`src/rtl/uart8_pkg.sv`:
```
// Shared definitions for the buffered UART echo: the state encoding used by
// both the receive and transmit FSMs, plus the oversampling constants.
package uart8_pkg;

  typedef enum logic [2:0] {
    IDLE,
    START,
    DATA,
    PARITY,
    STOP
  } uartState_t;

  localparam int OVERSAMPLE   = 16;
  localparam int SAMPLE_POINT = 8;

endpackage

```
`src/rtl/uart8_sync_fifo.sv`:
```
// Single-clock FIFO holding received characters until the transmitter takes
// them. A push into a full FIFO is dropped unless a pop happens in the same
// cycle, in which case both proceed and the count is unchanged.
module uart8_sync_fifo
  import uart8_pkg::*;
#(
  parameter int WIDTH = 8,
  parameter int DEPTH = 16
) (
  input  logic                   clk,
  input  logic                   rst_n,
  input  logic                   push,
  input  logic                   pop,
  input  logic [WIDTH-1:0]       wrData,
  output logic [WIDTH-1:0]       rdData,
  output logic                   full,
  output logic                   empty,
  output logic [$clog2(DEPTH):0] count
);

  localparam int AW = $clog2(DEPTH);

  logic [WIDTH-1:0] mem [DEPTH];
  logic [AW-1:0]    wrPtr;
  logic [AW-1:0]    rdPtr;
  logic             doWrite;
  logic             doRead;

  assign full    = (count == (AW+1)'(DEPTH));
  assign empty   = (count == '0);
  assign doWrite = push && (!full || pop);
  assign doRead  = pop && !empty;
  assign rdData  = mem[rdPtr];

  // Storage array; written only when the push is accepted.
  always_ff @(posedge clk) begin
    if (doWrite) mem[wrPtr] <= wrData;
  end

  // Pointers wrap naturally because the depth is a power of two.
  always_ff @(posedge clk or negedge rst_n) begin
    if (!rst_n) begin
      wrPtr <= '0;
      rdPtr <= '0;
      count <= '0;
    end else begin
      if (doWrite) wrPtr <= wrPtr + 1'b1;
      if (doRead)  rdPtr <= rdPtr + 1'b1;
      case ({doWrite, doRead})
        2'b10:   count <= count + 1'b1;
        2'b01:   count <= count - 1'b1;
        default: count <= count;
      endcase
    end
  end

endmodule

```
`src/rtl/uart8_echo_fifo.sv`:
```
// Buffered UART echo: 16x oversampled receiver, FIFO, and transmitter that
// resends good characters in arrival order. Framing errors and overflow are
// flagged. Define UART_PARITY_EN to add a parity bit to both directions.
module uart8_echo_fifo
  import uart8_pkg::*;
#(
  parameter int CLOCK_RATE = 50000000,
  parameter int BAUD_RATE  = 9600,
  parameter int DATA_BITS  = 8,
  parameter int STOP_BITS  = 1,
`ifdef UART_PARITY_EN
  parameter bit PARITY_ODD = 1'b0,
`endif
  parameter int FIFO_DEPTH = 16
) (
  input  logic                        clk,
  input  logic                        rst_n,
  input  logic                        rx,
  output logic                        tx,
  input  logic                        rxEn,
  input  logic                        txEn,
  output logic                        rxBusy,
  output logic                        rxErr,
  output logic                        txBusy,
  output logic                        txDone,
  output logic [$clog2(FIFO_DEPTH):0] fifoCount,
  output logic                        overflow
);

  localparam int DIV  = CLOCK_RATE / (BAUD_RATE * OVERSAMPLE);
  localparam int DIVW = (DIV > 1) ? $clog2(DIV) : 1;
  localparam int IDXW = $clog2(DATA_BITS);

  logic [DIVW-1:0]      tickCnt;
  logic                 tick;
  logic                 rxMeta, rxSync;

  uartState_t           rxState, rxStateNext;
  logic [3:0]           rxSub, rxSubNext;
  logic [IDXW-1:0]      rxBit, rxBitNext;
  logic [DATA_BITS-1:0] rxShift, rxShiftNext;
  logic                 rxPush;
  logic                 rxParOk;

  uartState_t           txState, txStateNext;
  logic [4:0]           txSub, txSubNext;
  logic [IDXW-1:0]      txBit, txBitNext;
  logic [DATA_BITS-1:0] txShift, txShiftNext;
  logic                 txPop;
  logic                 txLeaving;
  logic                 txParBit;

  logic [DATA_BITS-1:0] fifoRdData;
  logic                 fifoFull, fifoEmpty;

`ifdef UART_PARITY_EN
  logic rxPar, rxParNext;
  logic txPar, txParNext;
  assign rxParOk  = (rxPar == ((^rxShift) ^ PARITY_ODD));
  assign txParBit = txPar;
`else
  assign rxParOk  = 1'b1;
  assign txParBit = 1'b1;
`endif

  assign tick   = (tickCnt == DIVW'(DIV - 1));
  assign rxBusy = (rxState != IDLE);
  assign txBusy = (txState != IDLE);

  // Free-running divider producing one oversample tick every DIV clocks.
  always_ff @(posedge clk or negedge rst_n) begin
    if (!rst_n)    tickCnt <= '0;
    else if (tick) tickCnt <= '0;
    else           tickCnt <= tickCnt + 1'b1;
  end

  // Two-flop synchroniser; resets to idle-high so reset never fakes a start.
  always_ff @(posedge clk or negedge rst_n) begin
    if (!rst_n) begin
      rxMeta <= 1'b1;
      rxSync <= 1'b1;
    end else begin
      rxMeta <= rx;
      rxSync <= rxMeta;
    end
  end

  // Receiver state register.
  always_ff @(posedge clk or negedge rst_n) begin
    if (!rst_n) begin
      rxState <= IDLE;
      rxSub   <= '0;
      rxBit   <= '0;
      rxShift <= '0;
`ifdef UART_PARITY_EN
      rxPar   <= 1'b0;
`endif
    end else begin
      rxState <= rxStateNext;
      rxSub   <= rxSubNext;
      rxBit   <= rxBitNext;
      rxShift <= rxShiftNext;
`ifdef UART_PARITY_EN
      rxPar   <= rxParNext;
`endif
    end
  end

  // Receiver next state: start validated at mid-bit, then one sample per bit.
  always_comb begin
    rxStateNext = rxState;
    rxSubNext   = rxSub;
    rxBitNext   = rxBit;
    rxShiftNext = rxShift;
    rxPush      = 1'b0;
    rxErr       = 1'b0;
`ifdef UART_PARITY_EN
    rxParNext   = rxPar;
`endif
    if (!rxEn) begin
      rxStateNext = IDLE;
    end else begin
      case (rxState)
        IDLE: begin
          if (!rxSync) begin
            rxStateNext = START;
            rxSubNext   = '0;
          end
        end
        START: begin
          if (tick) begin
            if (rxSub == 4'(SAMPLE_POINT - 1)) begin
              rxSubNext = '0;
              rxBitNext = '0;
              if (rxSync) rxStateNext = IDLE;
              else        rxStateNext = DATA;
            end else begin
              rxSubNext = rxSub + 1'b1;
            end
          end
        end
        DATA: begin
          if (tick) begin
            if (rxSub == 4'(OVERSAMPLE - 1)) begin
              rxSubNext   = '0;
              rxShiftNext = {rxSync, rxShift[DATA_BITS-1:1]};
              rxBitNext   = rxBit + 1'b1;
              if (rxBit == IDXW'(DATA_BITS - 1)) begin
`ifdef UART_PARITY_EN
                rxStateNext = PARITY;
`else
                rxStateNext = STOP;
`endif
              end
            end else begin
              rxSubNext = rxSub + 1'b1;
            end
          end
        end
`ifdef UART_PARITY_EN
        PARITY: begin
          if (tick) begin
            if (rxSub == 4'(OVERSAMPLE - 1)) begin
              rxSubNext   = '0;
              rxParNext   = rxSync;
              rxStateNext = STOP;
            end else begin
              rxSubNext = rxSub + 1'b1;
            end
          end
        end
`endif
        STOP: begin
          if (tick) begin
            if (rxSub == 4'(OVERSAMPLE - 1)) begin
              rxSubNext   = '0;
              rxStateNext = IDLE;
              if (rxSync && rxParOk) rxPush = 1'b1;
              else                   rxErr  = 1'b1;
            end else begin
              rxSubNext = rxSub + 1'b1;
            end
          end
        end
        default: rxStateNext = IDLE;
      endcase
    end
  end

  uart8_sync_fifo #(
    .WIDTH (DATA_BITS),
    .DEPTH (FIFO_DEPTH)
  ) fifo (
    .clk    (clk),
    .rst_n  (rst_n),
    .push   (rxPush),
    .pop    (txPop),
    .wrData (rxShift),
    .rdData (fifoRdData),
    .full   (fifoFull),
    .empty  (fifoEmpty),
    .count  (fifoCount)
  );

  // Sticky overflow: a good character arrived with no room for it.
  always_ff @(posedge clk or negedge rst_n) begin
    if (!rst_n)                             overflow <= 1'b0;
    else if (rxPush && fifoFull && !txPop)  overflow <= 1'b1;
  end

  // Transmitter state register and registered done pulse.
  always_ff @(posedge clk or negedge rst_n) begin
    if (!rst_n) begin
      txState <= IDLE;
      txSub   <= '0;
      txBit   <= '0;
      txShift <= '0;
      txDone  <= 1'b0;
`ifdef UART_PARITY_EN
      txPar   <= 1'b0;
`endif
    end else begin
      txState <= txStateNext;
      txSub   <= txSubNext;
      txBit   <= txBitNext;
      txShift <= txShiftNext;
      txDone  <= txLeaving;
`ifdef UART_PARITY_EN
      txPar   <= txParNext;
`endif
    end
  end

  // Transmitter next state: frames start on a tick so every bit is 16 ticks.
  always_comb begin
    txStateNext = txState;
    txSubNext   = txSub;
    txBitNext   = txBit;
    txShiftNext = txShift;
    txPop       = 1'b0;
    txLeaving   = 1'b0;
`ifdef UART_PARITY_EN
    txParNext   = txPar;
`endif
    case (txState)
      IDLE: begin
        if (txEn && !fifoEmpty && tick) begin
          txPop       = 1'b1;
          txShiftNext = fifoRdData;
          txSubNext   = '0;
          txStateNext = START;
`ifdef UART_PARITY_EN
          txParNext   = (^fifoRdData) ^ PARITY_ODD;
`endif
        end
      end
      START: begin
        if (tick) begin
          if (txSub == 5'(OVERSAMPLE - 1)) begin
            txSubNext   = '0;
            txBitNext   = '0;
            txStateNext = DATA;
          end else begin
            txSubNext = txSub + 1'b1;
          end
        end
      end
      DATA: begin
        if (tick) begin
          if (txSub == 5'(OVERSAMPLE - 1)) begin
            txSubNext   = '0;
            txShiftNext = txShift >> 1;
            txBitNext   = txBit + 1'b1;
            if (txBit == IDXW'(DATA_BITS - 1)) begin
`ifdef UART_PARITY_EN
              txStateNext = PARITY;
`else
              txStateNext = STOP;
`endif
            end
          end else begin
            txSubNext = txSub + 1'b1;
          end
        end
      end
`ifdef UART_PARITY_EN
      PARITY: begin
        if (tick) begin
          if (txSub == 5'(OVERSAMPLE - 1)) begin
            txSubNext   = '0;
            txStateNext = STOP;
          end else begin
            txSubNext = txSub + 1'b1;
          end
        end
      end
`endif
      STOP: begin
        if (tick) begin
          if (txSub == 5'(STOP_BITS * OVERSAMPLE - 1)) begin
            txSubNext   = '0;
            txStateNext = IDLE;
            txLeaving   = 1'b1;
          end else begin
            txSubNext = txSub + 1'b1;
          end
        end
      end
      default: txStateNext = IDLE;
    endcase
  end

  // Line level follows the transmit state; idle and stop are both high.
  always_comb begin
    tx = 1'b1;
    case (txState)
      START:   tx = 1'b0;
      DATA:    tx = txShift[0];
      PARITY:  tx = txParBit;
      default: tx = 1'b1;
    endcase
  end

endmodule

```
`config.mk`:
```
export PLATFORM = sky130hd
export DESIGN_NAME = uart8_echo_fifo
export DESIGN_NICKNAME = d
export VERILOG_FILES = /design/src/rtl/uart8_pkg.sv /design/src/rtl/uart8_sync_fifo.sv /design/src/rtl/uart8_echo_fifo.sv
export SDC_FILE = /design/constraint.sdc
export NUM_CORES = 1
export LEC_CHECK = 0
export BUFFER_PORTS_ARGS = -buffer_cell sky130_fd_sc_hd__buf_2
export CAP_MARGIN = 15
export CORE_ASPECT_RATIO = 1.5
export CORE_MARGIN = 4
export CORE_UTILIZATION = 35
export CTS_BUF_LIST = sky130_fd_sc_hd__clkbuf_4 sky130_fd_sc_hd__clkbuf_8
export DETAILED_ROUTE_END_ITERATION = 8
export HOLD_SLACK_MARGIN = 0.06
export SLEW_MARGIN = 0
export SYNTH_ARGS = -nofsm -noshare
export SYNTH_HDL_FRONTEND = slang
export SYNTH_HIERARCHICAL = 1
export SYNTH_SLANG_ARGS = --single-unit
```
`constraint.sdc`:
```
create_clock -name clk -period 4.54 [get_ports clk]
set_input_delay 0.454 -clock clk [delete_from_list [all_inputs] [get_ports clk]]
set_output_delay 0.454 -clock clk [all_outputs]
set_load 0.1 [all_outputs]
```
==> impl_metrics.csv <==
group,metric,value,unit
final_layout,diodes,0,
clocking,clkSinkCount,191,
grt,overall_global_routing_resource_usage,13.6,%
power_and_ir_drop,total_leakage_power,0.00363,uW
sta,final.setup_skew,0.0157,ns
clocking,cts_setup_buffers,0,
grt,vias_in_the_first_global_route,4889,
placed_design,hpwlAfterDp,11.7,mm
sta,tightestPinTransition,0.943,ns
final_layout,multi_input_area,0.00283,mm^2
worst_setup_path,ordered_cell_list_for_the_critical_path,"or3_1, nand2b_1, nor2_1, o31a_4, inv_2, ha_1, fa_1, a21o_1, a21oi_1, mux2i_1, xnor2_1",
sta,max_freq,0.301,GHz
die,chipHeight,198,um
worst_setup_path,worst-endpoint-required,4.92,ns
yosys,synth_async_sr_flop_share,33.0,%
final_layout,area_delta_synth_final,9.37,%
clocking,tritoncts,"done",
sta,report.final.slew_viol_count,0,
die,boundaryPins,16,
worst_setup_path,cp_max_fo,18,
final_layout,layout_cell_share_with_drive_strength_beyond_1,18.0,%
worst_setup_path,timing.critical_path.buf_inv,1,
clocking,hold_buffers,1,
sta,slew-limit-headroom,37.1,%
placed_design,routabilityCongestion,0.805,
yosys,yosysSeqAreaShare,64.5,%
clocking,clk_transition_reported_paths,0.09,ns
placed_design,place_inst,890,
yosys,number_of_distinct_library_cells_after_synthesis,59,
grt,grt_first_pass_wirelength,27.6,mm
clocking,htree_levels,4,
sta,timing_hold_violations_final,0,
flow_run,timing.max_cap.violations,0,
yosys,synth-edff-count,128,
sta,rsz0062_at_grt,"false",
sta,post_route_minimum_period,3.33,ns
die,area_of_the_die,0.0266,mm^2
placed_design,preCtsSetupSlack,1.23,ns
final_layout,fillCellCount,2238,
worst_setup_path,critical_path.top_delay_family,"simple AND/OR/NAND/NOR gates",
detailed_routing,routed_via_density,5.09,
detailed_routing,drt-pass1-iter-count,4,
worst_setup_path,critPathArrivalTime,3.71,ns
detailed_routing,finalWirelength,17.3,mm
status,run_status,"complete, no violations",
placed_design,io_buffer_count,15,
worst_setup_path,timing.critical_path.slowest_stage_cell,"dfrtp_1",
power_and_ir_drop,vdd_ir_drop_max,0.000214,V
power_and_ir_drop,totalPowerFinal,3150,uW
yosys,postSynthAreaPerCell,14.5,um^2
detailed_routing,route.detailed.drc,0,
clocking,cts_root_buffer,"clkbuf_8",
sta,setup_viol,0,
sta,period_share,73.3,%
worst_setup_path,kind_of_end_point_of_the_critical_path,"flip-flop",
worst_setup_path,worst-setup-path-type,"flip-flop to flip-flop",
grt,grt-ovfl-total,0,
worst_hold_path,hold_path.class,"primary input to async pin",
yosys,yosys_warns,6,
sta,fin_setup_tns,0,ns
final_layout,final-instance-count-excl-fill,923,
final_layout,final-seq-area,0.00542,mm^2
clocking,resized_cells_post_cts,0,
yosys,syn_nets,602,
clocking,skew_pair_late_insertion_delay,0.46,ns
worst_setup_path,startpoint_type,"flip-flop",
die,start_util,35.6,%
die,core-area,0.0237,mm^2
yosys,netlist_area,0.00841,mm^2
clocking,cts_made_buffers,17,
yosys,postSynthRegisterBits,191,
final_layout,final_core_utilization,38.9,%
yosys,post_synth_inst_count,579,
die,row_count,69,
final_layout,design.final.nets,614,
detailed_routing,ant_nets,0,
worst_setup_path,critical-path-max-stage-delay,0.59,ns
grt,initial_antenna_violation_count,0,
detailed_routing,post_drt_wl_per_cell,18.7,um
power_and_ir_drop,power.density,343,mW/mm^2
yosys,ys.flop_type,"edfxtp_1",
detailed_routing,drt_iter0_drc,220,
grt,grt_start_max_net_pins,64,
clocking,clock_path_buffers,2,
sta,setup_slack,1.21,ns
die,floorplan.die.width,135,um
detailed_routing,dr_total_vias,4701,
==> worst paths after layout <==
path	from	end	slack, ns	cells after the start
worst max-delay path	txState[0]	fifo/count[4]	1.21	11
worst min-delay path	rst_n	rxSub[3]	0.16	2
worst max register to register	txState[0]	fifo/count[4]	1.21	11
worst min register to register	rxMeta	rxSync	0.36	0
max in group asynchronous	rst_n	fifo/rdPtr[0]	3.80	2
min in group clk	rxEn	rxState[1]	0.32	3
==> cells by family (layout without fill, tap and decap cells) <==
family	Yosys count	in the layout	share of synthesized area (%)
DFF	191	191	64.5
and+or+nand+nor	150	150	9.55
AOI/OAI and AO/OA	86	86	7.39
muxes	78	78	12.0
buffers and inverters	38	63	1.92
adders and majority gates	18	18	2.77
xor gates and xnor gates	18	18	1.87
==> placed cells by master (no fill, tap or decap), types with 4 or more instances in the layout <==
cell	instances
a21o_1	4
a21oi_1	14
a221oi_1	16
a22oi_1	8
and2_1	19
and3_1	5
buf_2	15
clkbuf_8	17
dfrtp_1	60
edfxtp_1	128
ha_1	17
inv_1	11
mux2_2	25
mux2i_1	37
mux4_2	16
nand2_1	47
nand3_1	12
nor2_1	19
nor2b_1	9
nor3_1	10
o21ai_0	23
xnor2_1	13
xor2_1	5
==> per-layer routing <==
metal / track usage (%) / wire (um) / vias up
li1: - / - / 2212
met1: 15.4 / 6810 / 2404
met2: 25.3 / 9650 / 69
met3: 2.21 / 474 / 16
met4: 5.17 / 335 / 0
met5: 0 / 0 / -
==> report_power, final <==
part | internal [uW] | total (uW) | switching [uW]
registers | 1860 | 1890 | 30.6
logic | 65.1 | 186 | 121
clock network | 459 | 1080 | 623
total | 2380 | 3150 | 775
==> cell type report <==
cell class	instances	share of cell area, %
multi-input combinational	350	30.7
sequential	191	59.0
inverter	12	0.490
timing repair buffer	19	1.31
tap	319	4.34
clock buffer	19	2.71
clock inverter	13	1.47
==> worst reg2reg max path, stage by stage (launching register included) <==
cell      delay (ns)
dfrtp_1         0.59
or3_1           0.48
nand2b_1        0.18
nor2_1          0.27
o31a_4          0.25
inv_2           0.06
ha_1            0.28
fa_1            0.44
a21o_1          0.18
a21oi_1         0.16
mux2i_1         0.23
xnor2_1         0.13
==> flip-flops by register name, indices dropped and copies added, names as in the netlist <==
name,cells
fifo/mem,128
tickCnt,9
rxShift,8
txShift,8
fifo/count,5
txSub,5
fifo/rdPtr,4
fifo/wrPtr,4
rxSub,4
rxBit,3
rxState,3
txBit,3
txState,3
overflow,1
rxMeta,1
rxSync,1
txDone,1
==> metrics by stage <==
step           area, um^2  hold slack, ns
4_1_cts              9200           0.166
2_1_floorplan        8410           0.158
3_3_place_gp         8810           0.347
6_report             9200           0.160
5_1_grt              9200           0.222
3_5_place_dp         8810           0.349
==> cell usage after synthesis, types with 3 or more instances <==
library cell / n / area share, %
a22oi_1: 8 / 0.71
mux2_2: 25 / 3.3
ha_1: 17 / 2.5
clkbuf_1: 9 / 0.40
a221oi_1: 16 / 1.7
and2_1: 19 / 1.4
nand4_1: 3 / 0.22
nor4_1: 3 / 0.22
o21ai_0: 23 / 1.4
a21o_1: 4 / 0.36
and3_1: 5 / 0.37
edfxtp_1: 128 / 46
nor3b_1: 3 / 0.27
nand2_1: 47 / 2.1
nor2_1: 19 / 0.85
mux4_2: 16 / 4.3
dfrtp_1: 61 / 18
nand3_1: 12 / 0.71
buf_2: 15 / 0.89
xnor2_1: 13 / 1.4
o2bb2ai_1: 3 / 0.31
or3_1: 3 / 0.22
xor2_1: 5 / 0.52
nand3b_1: 3 / 0.27
inv_1: 11 / 0.49
a21oi_1: 14 / 0.83
nor2b_1: 9 / 0.67
mux2i_1: 37 / 4.4
nor3_1: 10 / 0.59
Power figures use the tool's default switching activity.
